File: config.mk
export PLATFORM = sky130hd
export DESIGN_NAME = analyzer_capture_fsm
export DESIGN_NICKNAME = d
export VERILOG_FILES = /design/src/rtl/analyzer_pkg.sv /design/src/rtl/analyzer_capture_fifo.sv /design/src/rtl/analyzer_capture_fsm.sv
export SDC_FILE = /design/constraint.sdc
export NUM_CORES = 1
export LEC_CHECK = 0
export ABC_CLOCK_PERIOD_IN_PS = 7030
export BUFFER_PORTS_ARGS = -buffer_cell sky130_fd_sc_hd__buf_4
export CAP_MARGIN = 0
export CORE_UTILIZATION = 45
export CTS_CLUSTER_SIZE = 28
export DETAILED_ROUTE_END_ITERATION = 12
export GPL_TIMING_DRIVEN = 0
export PLACE_DENSITY = 0.73
export SKIP_CTS_REPAIR_TIMING = 1
export SYNTH_ARGS = -nofsm -noshare
export SYNTH_HDL_FRONTEND = slang
export SYNTH_SLANG_ARGS = --single-unit
export TNS_END_PERCENT = 30
File: constraint.sdc
create_clock -name clk -period 7.03 [get_ports clk]
set_input_delay 0.3515 -clock clk [delete_from_list [all_inputs] [get_ports clk]]
set_output_delay 0.3515 -clock clk [all_outputs]
set_load 0.03 [all_outputs]
File: src/rtl/analyzer_pkg.sv
// Shared types and address arithmetic for the capture and readback FSMs.
package analyzer_pkg;

   typedef enum logic [2:0] {
      ST_IDLE,
      ST_PRETRIG,
      ST_ARMED,
      ST_POSTTRIG,
      ST_FLUSH,
      ST_DONE
   } cap_state_e;

   // Number of packet slots in the circular sample memory.
   function automatic logic [31:0] calc_num_packets(input longint unsigned cap,
                                                    input longint unsigned word_w,
                                                    input longint unsigned pkt_w);
      return 32'(cap / word_w / (pkt_w / 64'd8 / word_w));
   endfunction

   function automatic logic [31:0] calc_max_sample_number(input longint unsigned cap,
                                                          input longint unsigned word_w,
                                                          input longint unsigned pkt_w);
      return calc_num_packets(cap, word_w, pkt_w) - 32'd1;
   endfunction

   // (a + b) mod n; b may be any 32-bit value.
   function automatic logic [31:0] mod_add(input logic [31:0] a, input logic [31:0] b,
                                           input logic [31:0] n);
      return 32'((64'(a) + 64'(b)) % 64'(n));
   endfunction

   // (a - b) mod n; a is expected to already be below n.
   function automatic logic [31:0] mod_sub(input logic [31:0] a, input logic [31:0] b,
                                           input logic [31:0] n);
      return 32'((64'(a) + 64'(n) - (64'(b) % 64'(n))) % 64'(n));
   endfunction

endpackage

File: src/rtl/analyzer_capture_fifo.sv
// Synchronous first-word-fall-through packet FIFO; head is valid whenever !empty.
module analyzer_capture_fifo #(
   parameter int unsigned WIDTH = 32,
   parameter int unsigned DEPTH = 16
) (
   input  logic             clk,
   input  logic             reset,
   input  logic             push,
   input  logic             pop,
   input  logic [WIDTH-1:0] din,
   output logic             full,
   output logic             empty,
   output logic [WIDTH-1:0] head
);
   localparam int unsigned AW = $clog2(DEPTH);

   logic [AW:0]      wp_q, wp_d, rp_q, rp_d;
   logic [WIDTH-1:0] mem_q [DEPTH];
   logic [WIDTH-1:0] mem_d [DEPTH];

   assign empty = (wp_q == rp_q);
   assign full  = (wp_q[AW] != rp_q[AW]) && (wp_q[AW-1:0] == rp_q[AW-1:0]);
   assign head  = mem_q[rp_q[AW-1:0]];

   // Pointer and storage update; caller only pushes when a slot is (or is being) freed.
   always_comb begin
      wp_d  = wp_q;
      rp_d  = rp_q;
      mem_d = mem_q;
      if (push) begin
         mem_d[wp_q[AW-1:0]] = din;
         wp_d = wp_q + 1'b1;
      end
      if (pop && !empty) rp_d = rp_q + 1'b1;
   end

   // Storage is not reset; only the pointers define validity.
   always_ff @(posedge clk) begin
      mem_q <= mem_d;
      if (reset) begin
         wp_q <= '0;
         rp_q <= '0;
      end else begin
         wp_q <= wp_d;
         rp_q <= rp_d;
      end
   end

endmodule

File: src/rtl/analyzer_capture_fsm.sv
// Capture stage: timestamps samples, buffers them, writes them to the circular
// memory and publishes the captured window around the trigger.
module analyzer_capture_fsm
   import analyzer_pkg::*;
#(
   parameter int unsigned SAMPLE_WIDTH        = 16,
   parameter int unsigned SAMPLE_PACKET_WIDTH = 32,
   parameter int unsigned MEMORY_CAPACITY     = 2**27,
   parameter int unsigned MEMORY_WORD_WIDTH   = 2,
   parameter int unsigned FIFO_DEPTH          = 16
) (
   input  logic                           clk,
   input  logic                           reset,
   input  logic                           arm,
   input  logic                           trigger,
   input  logic                           sample_valid,
   input  logic [SAMPLE_WIDTH-1:0]        sample_data,
   input  logic [31:0]                    pre_count,
   input  logic [31:0]                    post_count,
   input  logic                           write_allowed,
   output logic                           write_req,
   output logic [31:0]                    writeSampleNumber,
   output logic [SAMPLE_PACKET_WIDTH-1:0] writePacket,
   output logic                           idle,
   output logic                           capture_done,
   output logic                           overflow,
   output logic [31:0]                    sampleNumber_Begin,
   output logic [31:0]                    sampleNumber_End
);
   localparam int unsigned TS_W = SAMPLE_PACKET_WIDTH - SAMPLE_WIDTH;
   localparam logic [31:0] N    = calc_num_packets(64'(MEMORY_CAPACITY),
                                     64'(MEMORY_WORD_WIDTH), 64'(SAMPLE_PACKET_WIDTH));
   localparam logic [31:0] MAX  = N - 32'd1;

   cap_state_e      state_q, state_d;
   logic [31:0]     pre_q, pre_d, post_q, post_d;
   logic [31:0]     pre_cnt_q, pre_cnt_d, post_cnt_q, post_cnt_d;
   logic [31:0]     t_q, t_d;
   logic            t_set_q, t_set_d;
   logic [31:0]     enq_addr_q, enq_addr_d, wr_addr_q, wr_addr_d;
   logic [TS_W-1:0] ts_q, ts_d;
   logic            overflow_q, overflow_d;
   logic [31:0]     begin_q, begin_d, end_q, end_d;

   logic            fifo_full, fifo_empty, push, pop, capturing, drop;
   logic [31:0]     pre_lim, pre_sat;

   function automatic logic [31:0] next_addr(input logic [31:0] a);
      return (a == MAX) ? 32'd0 : a + 32'd1;
   endfunction

   analyzer_capture_fifo #(
      .WIDTH(SAMPLE_PACKET_WIDTH),
      .DEPTH(FIFO_DEPTH)
   ) u_fifo (
      .clk   (clk),
      .reset (reset),
      .push  (push),
      .pop   (pop),
      .din   ({ts_q, sample_data}),
      .full  (fifo_full),
      .empty (fifo_empty),
      .head  (writePacket)
   );

   assign capturing = state_q inside {ST_PRETRIG, ST_ARMED, ST_POSTTRIG};
   assign pop       = !fifo_empty && write_allowed;
   // A pop in the same cycle frees a slot, so a full FIFO still accepts the push.
   assign push      = capturing && sample_valid && (!fifo_full || pop);
   assign drop      = capturing && sample_valid && fifo_full && !pop;

   // Pre-trigger depth is limited so pre + post + trigger packet fit the buffer.
   assign pre_lim = (post_count >= MAX) ? 32'd0 : MAX - post_count;
   assign pre_sat = (pre_count > pre_lim) ? pre_lim : pre_count;

   assign write_req          = !fifo_empty;
   assign writeSampleNumber  = wr_addr_q;
   assign idle               = (state_q == ST_IDLE) || (state_q == ST_DONE);
   assign capture_done       = (state_q == ST_DONE);
   assign overflow           = overflow_q;
   assign sampleNumber_Begin = begin_q;
   assign sampleNumber_End   = end_q;

   // Next-state, counters and window arithmetic.
   always_comb begin
      state_d    = state_q;
      pre_d      = pre_q;
      post_d     = post_q;
      pre_cnt_d  = pre_cnt_q;
      post_cnt_d = post_cnt_q;
      t_d        = t_q;
      t_set_d    = t_set_q;
      enq_addr_d = push ? next_addr(enq_addr_q) : enq_addr_q;
      wr_addr_d  = pop ? next_addr(wr_addr_q) : wr_addr_q;
      ts_d       = ts_q + TS_W'(1);
      overflow_d = overflow_q | drop;
      begin_d    = begin_q;
      end_d      = end_q;
      case (state_q)
         ST_IDLE, ST_DONE: begin
            if (arm) begin
               state_d    = (pre_sat == 32'd0) ? ST_ARMED : ST_PRETRIG;
               pre_d      = pre_sat;
               post_d     = post_count;
               pre_cnt_d  = '0;
               post_cnt_d = '0;
               t_set_d    = 1'b0;
               enq_addr_d = '0;
               wr_addr_d  = '0;
               ts_d       = '0;
               overflow_d = 1'b0;
            end
         end
         ST_PRETRIG: begin
            if (push) begin
               pre_cnt_d = pre_cnt_q + 32'd1;
               if (pre_cnt_q + 32'd1 == pre_q) state_d = ST_ARMED;
            end
         end
         ST_ARMED: begin
            // A dropped trigger sample defers T to the next enqueued packet.
            if (sample_valid && trigger) begin
               t_set_d    = push;
               t_d        = enq_addr_q;
               post_cnt_d = '0;
               state_d    = (push && post_q == 32'd0) ? ST_FLUSH : ST_POSTTRIG;
            end
         end
         ST_POSTTRIG: begin
            if (push) begin
               if (!t_set_q) begin
                  t_set_d = 1'b1;
                  t_d     = enq_addr_q;
                  if (post_q == 32'd0) state_d = ST_FLUSH;
               end else begin
                  post_cnt_d = post_cnt_q + 32'd1;
                  if (post_cnt_q + 32'd1 == post_q) state_d = ST_FLUSH;
               end
            end
         end
         ST_FLUSH: begin
            if (fifo_empty) begin
               state_d = ST_DONE;
               begin_d = mod_sub(t_q, pre_q, N);
               end_d   = mod_add(mod_add(t_q, post_q, N), 32'd1, N);
            end
         end
         default: state_d = ST_IDLE;
      endcase
   end

   // State and counter registers with synchronous reset.
   always_ff @(posedge clk) begin
      if (reset) begin
         state_q    <= ST_IDLE;
         pre_q      <= '0;
         post_q     <= '0;
         pre_cnt_q  <= '0;
         post_cnt_q <= '0;
         t_q        <= '0;
         t_set_q    <= 1'b0;
         enq_addr_q <= '0;
         wr_addr_q  <= '0;
         ts_q       <= '0;
         overflow_q <= 1'b0;
         begin_q    <= '0;
         end_q      <= '0;
      end else begin
         state_q    <= state_d;
         pre_q      <= pre_d;
         post_q     <= post_d;
         pre_cnt_q  <= pre_cnt_d;
         post_cnt_q <= post_cnt_d;
         t_q        <= t_d;
         t_set_q    <= t_set_d;
         enq_addr_q <= enq_addr_d;
         wr_addr_q  <= wr_addr_d;
         ts_q       <= ts_d;
         overflow_q <= overflow_d;
         begin_q    <= begin_d;
         end_q      <= end_d;
      end
   end

endmodule

==> flow_summary.toml <==
[floorplan]
io_pins = 218
floorplan.rows = 105
die_area_mm2 = 0.0841
initial_utilization_pct = 45.5
floorplan.die.height_um = 290
die_width_um = 290
core_area_mm2 = 0.0821

[clock_network]
cts_root_buffer = "sky130_fd_sc_hd__clkbuf_16"
tritoncts = "done"
clkLatencyLatePin_ps = 660
cts.path.max_buffers = 3
clk_transition_reported_paths_ps = 60
h-tree-depth = 3
cts_inserted_buffers = 83
cts_num_sinks = 810

[setup_path]
critical_path_required_ps = 7510
timing.setup.critical_path_class = "primary input to flop"
crit-reg2reg-launch = "u_fifo.rp_q[3]"
timing.reg2reg.worst_path_depth = 10
crit_path_max_fanout = 10
setup.worst_path.start = "post_count[25]"
r2r-end = "pre_cnt_q[23]"
worst_setup_path_start_kind = "primary input"
critPathArrivalTime_ps = 5500
cp_capture_type = "flop"
ff2ff_setup_slack_ps = 2600

[run_status]
run_status = "finished, violations left"
violations_in_the_final_reports = "negative hold slack"

[grt]
first_global_vias = 26000
final_global_route_overflow_total = 0
first_pass_grt_wire_length_um = 160000
antenna_found_initial = 1
pin_count_of_the_biggest_net_entering_global_routing = 24
track_usage_pct = 25.1

[routing]
detail_route.drc_violations = 0
route.vias.total = 27400
drtAntennaViolNets = 0
vias_cell = 6.03
avgRoutedWirePerCell_um = 23.9
route.final.wire_length_um = 109000
dr.pass1.iters = 6
drt_first_iter_violations = 2851

[layout]
post_layout_nonfiller_instances = 4538
fin_area_mm2 = 0.0438
most-common-layout-cells = "sky130_fd_sc_hd__edfxtp_1 (512), sky130_fd_sc_hd__dfxtp_1 (298), sky130_fd_sc_hd__nor2_1 (265)"
layout_commonest_cell = "sky130_fd_sc_hd__edfxtp_1"
finalNetCount = 3581
layout.filler_cells = 6719
fraction_of_layout_instances_using_a_drive_strength_above_1_pct = 16.8
n_antenna_cell = 0
area_delta_synth_final_pct = 17.3

[placed_design]
place_hpwl_um = 74400
place_ws_ps = 2120
place.port_buffers = 202
gp_congestion = 0.977
placed_cell_area_mm2 = 0.0408
post_placement_cell_count = 4359

[power]
powerDensity_mw_per_mm2 = 283
finalPower_uw = 12400
ir_worst_vdd_v = 0.000217
p_leak_uw = 0.0152

[yosys]
fraction_of_synthesized_cell_area_in_xor_and_xnor_cells_pct = 4.43
sequential_area_share_after_synthesis_pct = 57.1
synth_top_family_by_area = "simple AND/OR/NAND/NOR gates"
synth-simple-area-share_pct = 13.3
syn_inst = 3044
syn_area_mm2 = 0.0373
yosys.cell_types.count = 81
post_synth_edffs = 512
synth_area_leader_cell = "sky130_fd_sc_hd__edfxtp_1"
async_flop_share_pct = 0
ys_ff_latch = 810
synth_compound_gate_area_share_pct = 8.58
largest_cells_by_area_after_synthesis = "sky130_fd_sc_hd__edfxtp_1 (41%), sky130_fd_sc_hd__dfxtp_1 (16%), sky130_fd_sc_hd__mux4_2 (9.6%)"
synthAdderAreaFrac_pct = 3.18
synthDominantCellAreaShare_pct = 41.2
synthMuxAreaShare_pct = 10.7
synth_ff_type = "sky130_fd_sc_hd__edfxtp_1"
avgSynthCellArea_um2 = 12.3
synth-warning-count = 0

[sta]
worstMarginPinSlew_ps = 1250
unrepaired_setup_endpoints_after_global_routing = "false"
max_clock_freq_mhz = 199
finalHoldViolations = 4
timing.final.setup_violations = 0
hold_slack_ps = -15.3
worst_clock_skew_ps = 65.3
min_period_ps = 5020
final_max_slew_viol_count = 0
post-route-period-util_pct = 71.5
max-slew-margin-rel_pct = 16.2
setup_slack_ps = 2010

[job]
max-cap-violations = 0

[hold_path]
hold_depth = 3
holdPathEnd = "post_q[21]"
timing.hold.worst.start = "post_count[21]"
holdCritPathClass = "primary input to flop"
-- routing by layer --
| layer | GRT usage [%] | wire (um) | vias up |
|---|---|---|---|
| met5 | 0 | 13 | - |
| met4 | 9.72 | 4480 | 2 |
| met3 | 4.99 | 10600 | 283 |
| met2 | 40.1 | 50000 | 1567 |
| met1 | 33.8 | 43500 | 13300 |
| li1 | - | - | 12200 |
-- area by class of cell --
| type | count | area (um^2) | area share, % |
|---|---|---|---|
| timing repair buffer | 258 | 2220 | 5.08 |
| buffer | 179 | 749 | 1.71 |
| tap | 1070 | 1340 | 3.06 |
| sequential | 810 | 21300 | 48.7 |
| clock buffer | 111 | 2310 | 5.28 |
| multi-input combinational | 2011 | 15200 | 34.7 |
| inverter | 59 | 221 | 0.506 |
| clock inverter | 40 | 412 | 0.940 |
-- worst max-delay path by stage --
stage	endpoint	slack [ps]	cells past startpoint
2_1_floorplan	u_fifo.mem_q[448]	2770	7
3_3_place_gp	u_fifo.mem_q[459]	-1060	7
3_5_place_dp	pre_q[16]	2120	19
4_1_cts	writePacket[24]	2540	6
5_1_grt	pre_q[15]	1660	20
6_report	pre_q[16]	2010	20
-- cell families after synthesis --
group / after synthesis
other cells: 2
buf+inv: 238
compound gates: 517
flops: 810
simple gates: 995
fa+ha+maj: 94
xor+xnor: 189
mux: 199
-- cells in the mapped netlist (9+ instances only) --
master / number
sky130_fd_sc_hd__nor3b_1: 9
sky130_fd_sc_hd__xor2_1: 84
sky130_fd_sc_hd__a211oi_1: 70
sky130_fd_sc_hd__mux4_2: 160
sky130_fd_sc_hd__nand3_1: 96
sky130_fd_sc_hd__a21oi_1: 199
sky130_fd_sc_hd__a21o_1: 32
sky130_fd_sc_hd__nand3b_1: 29
sky130_fd_sc_hd__nor2_1: 277
sky130_fd_sc_hd__edfxtp_1: 512
sky130_fd_sc_hd__dfxtp_1: 298
sky130_fd_sc_hd__nand2b_1: 40
sky130_fd_sc_hd__inv_1: 58
sky130_fd_sc_hd__o31ai_1: 9
sky130_fd_sc_hd__o21ai_0: 100
sky130_fd_sc_hd__or3_1: 39
sky130_fd_sc_hd__clkbuf_1: 132
sky130_fd_sc_hd__and3_1: 39
sky130_fd_sc_hd__mux2i_1: 36
sky130_fd_sc_hd__o211ai_1: 15
sky130_fd_sc_hd__and2_1: 16
sky130_fd_sc_hd__ha_1: 91
sky130_fd_sc_hd__and4_1: 20
sky130_fd_sc_hd__nor4_1: 42
sky130_fd_sc_hd__buf_2: 10
sky130_fd_sc_hd__nor2b_1: 18
sky130_fd_sc_hd__a211o_1: 9
sky130_fd_sc_hd__a31oi_1: 10
sky130_fd_sc_hd__nor3_1: 59
sky130_fd_sc_hd__buf_1: 20
sky130_fd_sc_hd__xnor2_1: 105
sky130_fd_sc_hd__nand2_1: 222
sky130_fd_sc_hd__nand4_1: 54
sky130_fd_sc_hd__o21a_1: 13
sky130_fd_sc_hd__or2_2: 9
sky130_fd_sc_hd__buf_4: 15
-- power by group --
group          total (uW)  switching (uW)  internal (uW)
Sequential           5430             204           5220
Clock                4370            1920           2450
Combinational        2570            1600            976
Total               12400            3730           8650
-- registers in the layout (all words and copies together), names as in the netlist --
register,flops
sampleNumber_Begin,25
writeSampleNumber,32
u_fifo.wp_q,5
post_q,32
post_cnt_q,32
overflow,1
sampleNumber_End,25
ts_q,16
enq_addr_q,32
t_q,25
state_q,3
u_fifo.mem_q,512
pre_q,32
pre_cnt_q,32
t_set_q,1
u_fifo.rp_q,5
-- critical path, cell delays in order --
cell	delay (ps)
sky130_fd_sc_hd__dlygate4sd3_1	560
sky130_fd_sc_hd__buf_4	130
sky130_fd_sc_hd__inv_1	40
sky130_fd_sc_hd__ha_1	180
sky130_fd_sc_hd__nand2_1	180
sky130_fd_sc_hd__nor4_1	80
sky130_fd_sc_hd__a21oi_1	250
sky130_fd_sc_hd__clkbuf_1	430
sky130_fd_sc_hd__nand2_1	160
sky130_fd_sc_hd__ha_1	340
sky130_fd_sc_hd__nand4_1	160
sky130_fd_sc_hd__nor4_1	550
sky130_fd_sc_hd__a2111o_1	250
sky130_fd_sc_hd__a31oi_1	70
sky130_fd_sc_hd__or2_2	330
sky130_fd_sc_hd__clkbuf_1	120
sky130_fd_sc_hd__clkbuf_1	250
sky130_fd_sc_hd__buf_1	280
sky130_fd_sc_hd__a211oi_1	650
sky130_fd_sc_hd__a211oi_1	100
-- per-stage QoR --
step                      hold slack [ps]  utilization (%)  setup TNS (ps)
after global placement                448             49.0         -112410
after detailed placement              446             49.7               0
after global routing               0.0417             53.3               0
after floorplan                       443                -               0
after CTS                           -53.6             53.0               0
final                               -15.3             53.3               0
Power figures use the tool's default switching activity.
